File: src/rtl/fir_mac_if.sv
// Sample, coefficient and result signals between a channel-strip source and
// the FIR MAC engine.
interface fir_mac_if #(
  parameter int L = 5
);
  localparam int AW = (L > 1) ? $clog2(L) : 1;

  logic          in_valid;
  logic          in_ready;
  logic [15:0]   in_data;
  logic          coef_we;
  logic [AW-1:0] coef_addr;
  logic [15:0]   coef_data;
  logic          busy;
  logic          out_valid;
  logic [15:0]   out_data;

  modport master (
    output in_valid, in_data, coef_we, coef_addr, coef_data,
    input  in_ready, busy, out_valid, out_data
  );

  modport slave (
    input  in_valid, in_data, coef_we, coef_addr, coef_data,
    output in_ready, busy, out_valid, out_data
  );
endinterface

File: src/rtl/fir_mac_engine.sv
// Serial L-tap FIR: circular sample history, one signed MAC per clock,
// rounded and saturated Q1.15 output pulse per accepted sample.
module fir_mac_engine #(
  parameter int L     = 5,
  parameter int ACC_W = 40
) (
  input  logic      i_clk,
  input  logic      i_reset,
  fir_mac_if.slave  bus
);
  localparam int AW = (L > 1) ? $clog2(L) : 1;

  typedef enum logic [1:0] {
    ST_IDLE  = 2'd0,
    ST_ACCUM = 2'd1,
    ST_DONE  = 2'd2
  } state_t;

  state_t                    r_state;
  logic signed [15:0]        r_buf  [L];
  logic signed [15:0]        r_coef [L];
  logic [AW-1:0]             r_wr_ptr;
  logic [AW-1:0]             r_rd_ptr;
  logic [AW-1:0]             r_k;
  logic signed [ACC_W-1:0]   r_acc;
  logic                      r_in_ready;
  logic                      r_busy;
  logic                      r_out_valid;
  logic [15:0]               r_out_data;

  logic signed [31:0]        w_prod;
  logic signed [ACC_W-1:0]   w_prod_ext;
  logic signed [ACC_W-1:0]   w_rnd;
  logic signed [ACC_W-1:0]   w_shift;
  logic                      w_addr_ok;

  function automatic logic [15:0] sat16(input logic signed [ACC_W-1:0] v);
    logic signed [ACC_W-1:0] max_v;
    logic signed [ACC_W-1:0] min_v;
    max_v = {{(ACC_W-16){1'b0}}, 16'h7FFF};
    min_v = {{(ACC_W-16){1'b1}}, 16'h8000};
    if (v > max_v) begin
      return 16'h7FFF;
    end else if (v < min_v) begin
      return 16'h8000;
    end else begin
      return v[15:0];
    end
  endfunction

  // r_rd_ptr walks backwards from the newest sample while r_k walks the taps forwards
  always_comb begin
    w_prod     = r_buf[r_rd_ptr] * r_coef[r_k];
    w_prod_ext = {{(ACC_W-32){w_prod[31]}}, w_prod};
    w_rnd      = r_acc + {{(ACC_W-15){1'b0}}, 15'h4000};
    w_shift    = w_rnd >>> 15;
    w_addr_ok  = ({{(32-AW){1'b0}}, bus.coef_addr} < 32'(L));
  end

  always_ff @(posedge i_clk) begin
    if (i_reset) begin
      r_state     <= ST_IDLE;
      r_wr_ptr    <= '0;
      r_rd_ptr    <= '0;
      r_k         <= '0;
      r_acc       <= '0;
      r_in_ready  <= 1'b1;
      r_busy      <= 1'b0;
      r_out_valid <= 1'b0;
      r_out_data  <= 16'h0000;
      for (int i = 0; i < L; i++) begin
        r_buf[i]  <= 16'sh0000;
        r_coef[i] <= (i == 0) ? 16'sh7FFF : 16'sh0000;
      end
    end else begin
      r_out_valid <= 1'b0;
      case (r_state)
        ST_IDLE: begin
          // coefficient write lands on the same edge as the accept, so it is used for this sample
          if (bus.coef_we && w_addr_ok) begin
            r_coef[bus.coef_addr] <= bus.coef_data;
          end
          if (bus.in_valid && r_in_ready) begin
            r_buf[r_wr_ptr] <= bus.in_data;
            r_rd_ptr        <= r_wr_ptr;
            r_wr_ptr        <= (r_wr_ptr == AW'(L-1)) ? '0 : r_wr_ptr + AW'(1);
            r_acc           <= '0;
            r_k             <= '0;
            r_in_ready      <= 1'b0;
            r_busy          <= 1'b1;
            r_state         <= ST_ACCUM;
          end
        end
        ST_ACCUM: begin
          r_acc    <= r_acc + w_prod_ext;
          r_k      <= r_k + AW'(1);
          r_rd_ptr <= (r_rd_ptr == '0) ? AW'(L-1) : r_rd_ptr - AW'(1);
          if (r_k == AW'(L-1)) begin
            r_state <= ST_DONE;
          end
        end
        ST_DONE: begin
          r_out_data  <= sat16(w_shift);
          r_out_valid <= 1'b1;
          r_in_ready  <= 1'b1;
          r_busy      <= 1'b0;
          r_state     <= ST_IDLE;
        end
        default: begin
          r_in_ready <= 1'b1;
          r_busy     <= 1'b0;
          r_state    <= ST_IDLE;
        end
      endcase
    end
  end

  assign bus.in_ready  = r_in_ready;
  assign bus.busy      = r_busy;
  assign bus.out_valid = r_out_valid;
  assign bus.out_data  = r_out_data;
endmodule
File: src/flat_wrapper.sv
// flat-port wrapper written by rule: the top's interface ports become plain ports
module fir_mac_engine_flat 
#(
  parameter int L     = 5,
  parameter int ACC_W = 40
)
  (i_clk, i_reset, bus_in_valid, bus_in_data, bus_coef_we, bus_coef_addr, bus_coef_data, bus_in_ready, bus_busy, bus_out_valid, bus_out_data);
  fir_mac_if #(.L(L)) bus_i ();
  input  logic i_clk;
  input  logic i_reset;
  input wire logic [$bits(bus_i.in_valid)-1:0] bus_in_valid;
  input wire logic [$bits(bus_i.in_data)-1:0] bus_in_data;
  input wire logic [$bits(bus_i.coef_we)-1:0] bus_coef_we;
  input wire logic [$bits(bus_i.coef_addr)-1:0] bus_coef_addr;
  input wire logic [$bits(bus_i.coef_data)-1:0] bus_coef_data;
  output wire logic [$bits(bus_i.in_ready)-1:0] bus_in_ready;
  output wire logic [$bits(bus_i.busy)-1:0] bus_busy;
  output wire logic [$bits(bus_i.out_valid)-1:0] bus_out_valid;
  output wire logic [$bits(bus_i.out_data)-1:0] bus_out_data;
  assign bus_i.in_valid = bus_in_valid;
  assign bus_i.in_data = bus_in_data;
  assign bus_i.coef_we = bus_coef_we;
  assign bus_i.coef_addr = bus_coef_addr;
  assign bus_i.coef_data = bus_coef_data;
  assign bus_in_ready = bus_i.in_ready;
  assign bus_busy = bus_i.busy;
  assign bus_out_valid = bus_i.out_valid;
  assign bus_out_data = bus_i.out_data;
  fir_mac_engine #(.L(L), .ACC_W(ACC_W)) u_core (.i_clk(i_clk), .i_reset(i_reset), .bus(bus_i));
endmodule
File: config.mk
export PLATFORM = sky130hd
export DESIGN_NAME = fir_mac_engine_flat
export DESIGN_NICKNAME = d
export VERILOG_FILES = /design/src/rtl/fir_mac_if.sv /design/src/rtl/fir_mac_engine.sv /design/src/flat_wrapper.sv
export SDC_FILE = /design/constraint.sdc
export NUM_CORES = 1
export LEC_CHECK = 0
export BUFFER_PORTS_ARGS = -buffer_cell sky130_fd_sc_hd__buf_2
export CELL_PAD_IN_SITES_DETAIL_PLACEMENT = 2
export CELL_PAD_IN_SITES_GLOBAL_PLACEMENT = 2
export CORE_UTILIZATION = 45
export DETAILED_ROUTE_END_ITERATION = 10
export PLACE_DENSITY_LB_ADDON = 0.25
export SYNTH_ARGS = -nofsm -noshare
export SYNTH_HDL_FRONTEND = slang
export SYNTH_SLANG_ARGS = --single-unit
File: constraint.sdc
create_clock -name i_clk -period 10.35 [get_ports i_clk]
set_clock_uncertainty 0.05 [all_clocks]
set_input_delay 1.035 -clock i_clk [delete_from_list [all_inputs] [get_ports i_clk]]
set_output_delay 1.035 -clock i_clk [all_outputs]
set_load 0.02 [all_outputs]
Word-level counts from Yosys, hierarchy flattened
Memories as Yosys holds them, arrays and structs flattened. A register that Yosys moved wholly into a read port is not among the register bits. Index checks and enable logic that the tools add are counted.

Output and inout port bits: 19. Word-level logic and storage cells: 76. Register bits: 70. RAM bits: 160. Input bits: 39. Memories kept: 2.

Memories: u_core.r_buf (depth 5, width 16, read ports 1, clocked after Yosys merged registers in 1, write ports 5, line fir_mac_engine.sv:20) `logic signed [15:0] r_buf [L];`; u_core.r_coef (depth 5, width 16, read ports 1, clocked after Yosys merged registers in 1, write ports 5, line fir_mac_engine.sv:21) `logic signed [15:0] r_coef [L];`.

Order comparisons: 3. Bitwise logic cells: 1. Reduce and logical (&&, ||, !) cells: 11. Multiplexer cells: 38. Equal/unequal tests: 6. Add/sub/neg operators: 5. Multipliers: 1.

Operator list (number): $pmux 40 s2 (1); $mux 16 (4); $add 40x15->40 const B (1); $add 40x32->40 (1); $mux 40 (1); $mul 16x16->32 (1); $reduce_or 16->1 (2); $mux 3 (10); $gt 25x16->1 const B (1); $lt 25x16->1 const B (1); $mux 1 (15); $pmux 3 s2 (2); $reduce_and 2->1 (4); $add 3x1->3 const B (2); $eq 3x3->1 const B (2); $mux 2 (2); $ne 2x1->1 const B (2); $pmux 1 s2 (2); $pmux 2 s2 (1); $logic_not 3->1 (1); $lt 3x3->1 const B (1); $sub 3x1->3 const B (1); $eq 2x1->1 const B (1); $eq 2x2->1 const B (1); other kinds (4) (5).

Depth between registers and ports, before layout
Depth after elaboration: 8. Gate-level depth with buffers: 28. Gate-level depth less buffers: 25.

Worst setup path after synthesis
OpenSTA, ideal clock, no wires.

Kind: register to register. From: register with a tool-made name. To: register u_core.r_acc[33]. Setup time: 0.117 ns. Stages on the path, launching flop included: 23. Period minus slack after synthesis: 7.363 ns. Slack: 2.987 ns. Buffers on the path: 3. Arrival time: 7.196 ns. Required time: 10.183 ns. Cells stage by stage: dfxtp_1 clkbuf_1 buf_2 mux4_2 mux2i_1 clkbuf_1 nor2_1 fa_1 fa_1 fa_1 fa_1 fa_1 inv_1 fa_1 inv_1 ha_1 a211o_1 a31o_2 o211ai_1 and2_1 o21ai_0 a311o_1 a32o_1.

RTL lines: end signal, assigned (line fir_mac_engine.sv:95) `r_acc <= r_acc + w_prod_ext;`; end, declared (line fir_mac_engine.sv:25) `logic signed [ACC_W-1:0] r_acc;`.

==> metrics.txt <==
# TYPE chip_impl_metric gauge
chip_impl_metric{name="timing.fmax",unit="MHz"} 110.7
chip_impl_info{name="postSynth.topFlopCell",value="sky130_fd_sc_hd__edfxtp_1"} 1
chip_impl_metric{name="holdBufCountCts",unit=""} 0
chip_impl_metric{name="count_of_endpoints_failing_setup_in_the_final_report",unit=""} 0
chip_impl_metric{name="grt_pass1_vias",unit=""} 21910
chip_impl_info{name="status",value="completed"} 1
chip_impl_metric{name="wirelength",unit="um"} 88060
chip_impl_metric{name="globalRoute.totalOverflow",unit=""} 0
chip_impl_metric{name="critPathMaxFanout",unit=""} 21
chip_impl_metric{name="cts.sink_count",unit=""} 332
chip_impl_metric{name="timing.critical_path.arrival",unit="ns"} 9.44
chip_impl_metric{name="filler_cell_count",unit=""} 5676
chip_impl_metric{name="syn-instance-count",unit=""} 2267
chip_impl_metric{name="floorplan.initialDensity",unit=""} 0.4589
chip_impl_info{name="synthMostInstantiatedCell",value="sky130_fd_sc_hd__inv_1"} 1
chip_impl_metric{name="worst-endpoint-required",unit="ns"} 10.75
chip_impl_metric{name="h-tree-depth",unit=""} 2
chip_impl_metric{name="cts_repair_resize_count",unit=""} 0
chip_impl_metric{name="final_cell_area",unit="sq um"} 28720
chip_impl_metric{name="synth.cell_area",unit="sq um"} 26020
chip_impl_info{name="crit_path_start_kind",value="register"} 1
chip_impl_metric{name="synthArstFlopShare",unit=""} 0
chip_impl_metric{name="finalCritPeriodShare",unit=""} 0.8726
chip_impl_metric{name="cts_buffers",unit=""} 40
chip_impl_metric{name="relSlewSlack",unit=""} 0.06592
chip_impl_metric{name="final_layout_size_suffix_gt1_frac",unit=""} 0.1227
chip_impl_metric{name="standard_cell_area_after_detailed_placement",unit="sq um"} 27430
chip_impl_metric{name="finalCriticalPeriod",unit="ns"} 9.032
chip_impl_metric{name="seq_area_frac_synth",unit=""} 0.3539
chip_impl_info{name="cts_tree",value="built"} 1
chip_impl_metric{name="vias",unit=""} 17960
chip_impl_metric{name="drtAntennaViolNets",unit=""} 0
chip_impl_metric{name="synth.lib_cells_used.distinct",unit=""} 68
chip_impl_info{name="ys_top_cells_by_count",value="sky130_fd_sc_hd__inv_1 (429), sky130_fd_sc_hd__fa_1 (330), sky130_fd_sc_hd__edfxtp_1 (256)"} 1
chip_impl_metric{name="grt_pass1_wl",unit="um"} 135100
chip_impl_metric{name="synth_seq_cells",unit=""} 332
chip_impl_metric{name="initialDrtViolationCount",unit=""} 979
chip_impl_metric{name="synth-edff-count",unit=""} 256
chip_impl_info{name="hold_path_startpoint",value="u_core.bus.busy"} 1
chip_impl_metric{name="die_h",unit="um"} 242.5
chip_impl_metric{name="maxCapViolCount",unit=""} 0
chip_impl_metric{name="slew_violations",unit=""} 0
chip_impl_metric{name="design.portCount",unit=""} 58
chip_impl_metric{name="detailed_place_hpwl",unit="um"} 65520
chip_impl_metric{name="chipWidth",unit="um"} 242.5
chip_impl_metric{name="drt_drc_violations_left",unit=""} 0
chip_impl_metric{name="yosys.area.top_type_share",unit=""} 0.2954
chip_impl_metric{name="design.die.area",unit="sq um"} 58800
chip_impl_metric{name="cts_setup_buffers",unit=""} 0
chip_impl_info{name="yosys.area.top_type",value="sky130_fd_sc_hd__edfxtp_1"} 1
chip_impl_metric{name="routedWlPerCell",unit="um"} 27.86
chip_impl_metric{name="cts-root-to-sink-buffers",unit=""} 3
chip_impl_metric{name="gp_congestion",unit=""} 0.8671
chip_impl_metric{name="pin_count_of_the_biggest_net_entering_global_routing",unit=""} 36
chip_impl_info{name="clock_tree.root_cell",value="sky130_fd_sc_hd__clkbuf_16"} 1
chip_impl_metric{name="design.final.nets",unit=""} 2865
chip_impl_metric{name="placementRows",unit=""} 87
chip_impl_metric{name="routed_via_density",unit=""} 5.682
chip_impl_info{name="endpoint_kind",value="register"} 1
chip_impl_metric{name="area_growth",unit="%"} 10.38
chip_impl_metric{name="clkSlewWorstSetupHoldPaths",unit="ns"} 0.06
chip_impl_metric{name="worst_skew_pair.late_latency",unit="ns"} 0.59
chip_impl_metric{name="grt_usage",unit=""} 0.3109
chip_impl_metric{name="port_buffers",unit=""} 57
chip_impl_metric{name="worst-slew-pin-transition",unit="ns"} 1.362
chip_impl_info{name="timing.hold.worst.class",value="register to register"} 1
chip_impl_info{name="category_of_the_critical_setup_timing_path",value="register to register"} 1
chip_impl_metric{name="drt_first_pass_iters",unit=""} 4
chip_impl_metric{name="syn-mean-instance-area",unit="sq um"} 11.48
chip_impl_metric{name="timing.final.hold_violations",unit=""} 0
chip_impl_metric{name="number_of_antenna_violations_at_the_first_check_in_global_routing",unit=""} 1
chip_impl_metric{name="number_of_warnings_reported_in_the_yosys_synthesis_log",unit=""} 0
chip_impl_info{name="unrepaired_setup_endpoints_after_global_routing",value="no"} 1
chip_impl_info{name="netlist_top_cells_area",value="sky130_fd_sc_hd__edfxtp_1 (30%), sky130_fd_sc_hd__fa_1 (25%), sky130_fd_sc_hd__inv_1 (6.2%)"} 1
chip_impl_metric{name="setup-tns-final",unit="ns"} 0
chip_impl_metric{name="placeableCoreArea",unit="sq um"} 56710
[path summary, 6_finish.rpt]
check / endpoint / slack [ns] / cells after the start
worst max-delay path: u_core.r_acc[33] / 1.32 / 21
worst min register to register: u_core.bus.busy / 0.42 / 1
worst min-delay path: u_core.bus.busy / 0.42 / 1
worst max register to register: u_core.r_acc[33] / 1.32 / 21
[state kept, by name (all words and copies together), names as in the netlist, named ones only]
signal / count
u_core.r_buf: 128
u_core.r_coef: 128
u_core.r_acc: 40
u_core.bus.out_data: 16
u_core.r_k: 3
u_core.r_rd_ptr: 3
u_core.r_wr_ptr: 3
u_core.r_state: 2
u_core.bus.busy: 1
u_core.bus.in_ready: 1
u_core.bus.out_valid: 1
[per-stage QoR]
stage / instances / hold WS (ns) / utilization / setup slack, ns
2_1_floorplan: 2314 / 0.3815 / - / 2.987
3_3_place_gp: 3089 / 0.4060 / 0.4837 / 1.770
3_5_place_dp: 3089 / 0.3989 / 0.4837 / 1.421
4_1_cts: 3160 / 0.4197 / 0.5064 / 1.352
5_1_grt: 3160 / 0.4526 / 0.5064 / 0.8811
6_report: 3161 / 0.4157 / 0.5065 / 1.318
[cells by family after synthesis]
group | count (synthesis) | synth area share
adder cells (fa/ha/maj) | 451 | 0.3120
AND/OR/NAND/NOR | 631 | 0.1183
flip-flops | 332 | 0.3539
other | 1 | 0.0001441
buffers and inverters | 503 | 0.07346
XOR/XNOR | 57 | 0.01947
multiplexers | 117 | 0.07693
AO/OA/AOI/OAI | 175 | 0.04582
[area by class of cell]
class,instances,area (sq um),area share
inverters,429,1610,0.05606
flip-flops and latches,332,9211,0.3207
well taps,756,945.9,0.03293
clock inverters,14,203.9,0.007100
multi-input cells,1479,15110,0.5260
clock buffers,57,1086,0.03781
diodes,1,2.502,0.00008712
repair buffers,93,555.5,0.01934
[critical path: stages (launching register included)]
cell and delay (ns):
sky130_fd_sc_hd__dfxtp_1 1.10, sky130_fd_sc_hd__mux4_2 0.46, sky130_fd_sc_hd__mux2i_1 1.00, sky130_fd_sc_hd__nor2_1 0.16
sky130_fd_sc_hd__fa_1 0.60, sky130_fd_sc_hd__inv_1 0.06, sky130_fd_sc_hd__fa_1 0.50, sky130_fd_sc_hd__fa_1 0.53
sky130_fd_sc_hd__inv_1 0.06, sky130_fd_sc_hd__fa_1 0.48, sky130_fd_sc_hd__fa_1 0.62, sky130_fd_sc_hd__inv_1 0.09
sky130_fd_sc_hd__fa_1 0.54, sky130_fd_sc_hd__inv_1 0.05, sky130_fd_sc_hd__ha_1 0.37, sky130_fd_sc_hd__a211o_1 0.31
sky130_fd_sc_hd__a31o_2 0.23, sky130_fd_sc_hd__o211ai_1 0.54, sky130_fd_sc_hd__and2_1 0.28, sky130_fd_sc_hd__o21ai_0 0.20
sky130_fd_sc_hd__a311o_1 0.42, sky130_fd_sc_hd__a32o_1 0.25
[routing by layer]
layer | part of all wire | global-route usage
met1 | 0.36 | 0.3367
met2 | 0.54 | 0.5812
met3 | 0.042 | 0.03999
met4 | 0.060 | 0.1752
met5 | 0.00020 | 0
[placed cells by master, fill, tap and decap left out, types with 5 or more instances in the layout]
cell,netlist,routed
sky130_fd_sc_hd__or2_2,25,25
sky130_fd_sc_hd__mux2i_1,29,27
sky130_fd_sc_hd__clkbuf_16,0,41
sky130_fd_sc_hd__inv_1,429,429
sky130_fd_sc_hd__a221o_2,10,10
sky130_fd_sc_hd__o21ai_0,35,35
sky130_fd_sc_hd__xor2_1,18,18
sky130_fd_sc_hd__clkbuf_1,61,16
sky130_fd_sc_hd__nand4_1,6,6
sky130_fd_sc_hd__buf_2,7,57
sky130_fd_sc_hd__nand2_1,184,184
sky130_fd_sc_hd__nor2_1,170,167
sky130_fd_sc_hd__buf_4,0,36
sky130_fd_sc_hd__conb_1,1,48
sky130_fd_sc_hd__a21oi_1,53,53
sky130_fd_sc_hd__nor3_1,6,5
sky130_fd_sc_hd__a21o_1,16,16
sky130_fd_sc_hd__a211oi_1,5,5
sky130_fd_sc_hd__ha_1,121,121
sky130_fd_sc_hd__o21bai_1,8,8
sky130_fd_sc_hd__nand2b_1,10,10
sky130_fd_sc_hd__a31oi_1,6,6
sky130_fd_sc_hd__a22o_1,7,7
sky130_fd_sc_hd__nand3_1,34,34
sky130_fd_sc_hd__xnor2_1,38,38
sky130_fd_sc_hd__edfxtp_1,256,256
sky130_fd_sc_hd__fa_1,330,330
sky130_fd_sc_hd__nor2b_1,7,6
sky130_fd_sc_hd__mux4_2,64,64
sky130_fd_sc_hd__and2_1,152,152
sky130_fd_sc_hd__nor3_2,4,5
sky130_fd_sc_hd__dfxtp_1,76,74
sky130_fd_sc_hd__nor3b_1,5,5
sky130_fd_sc_hd__mux2_2,24,24
sky130_fd_sc_hd__and3_1,9,9
sky130_fd_sc_hd__a221o_1,6,6
Power is not shown: default switching activity piles up to over one toggle a cycle in this logic, so the estimate is an artifact.
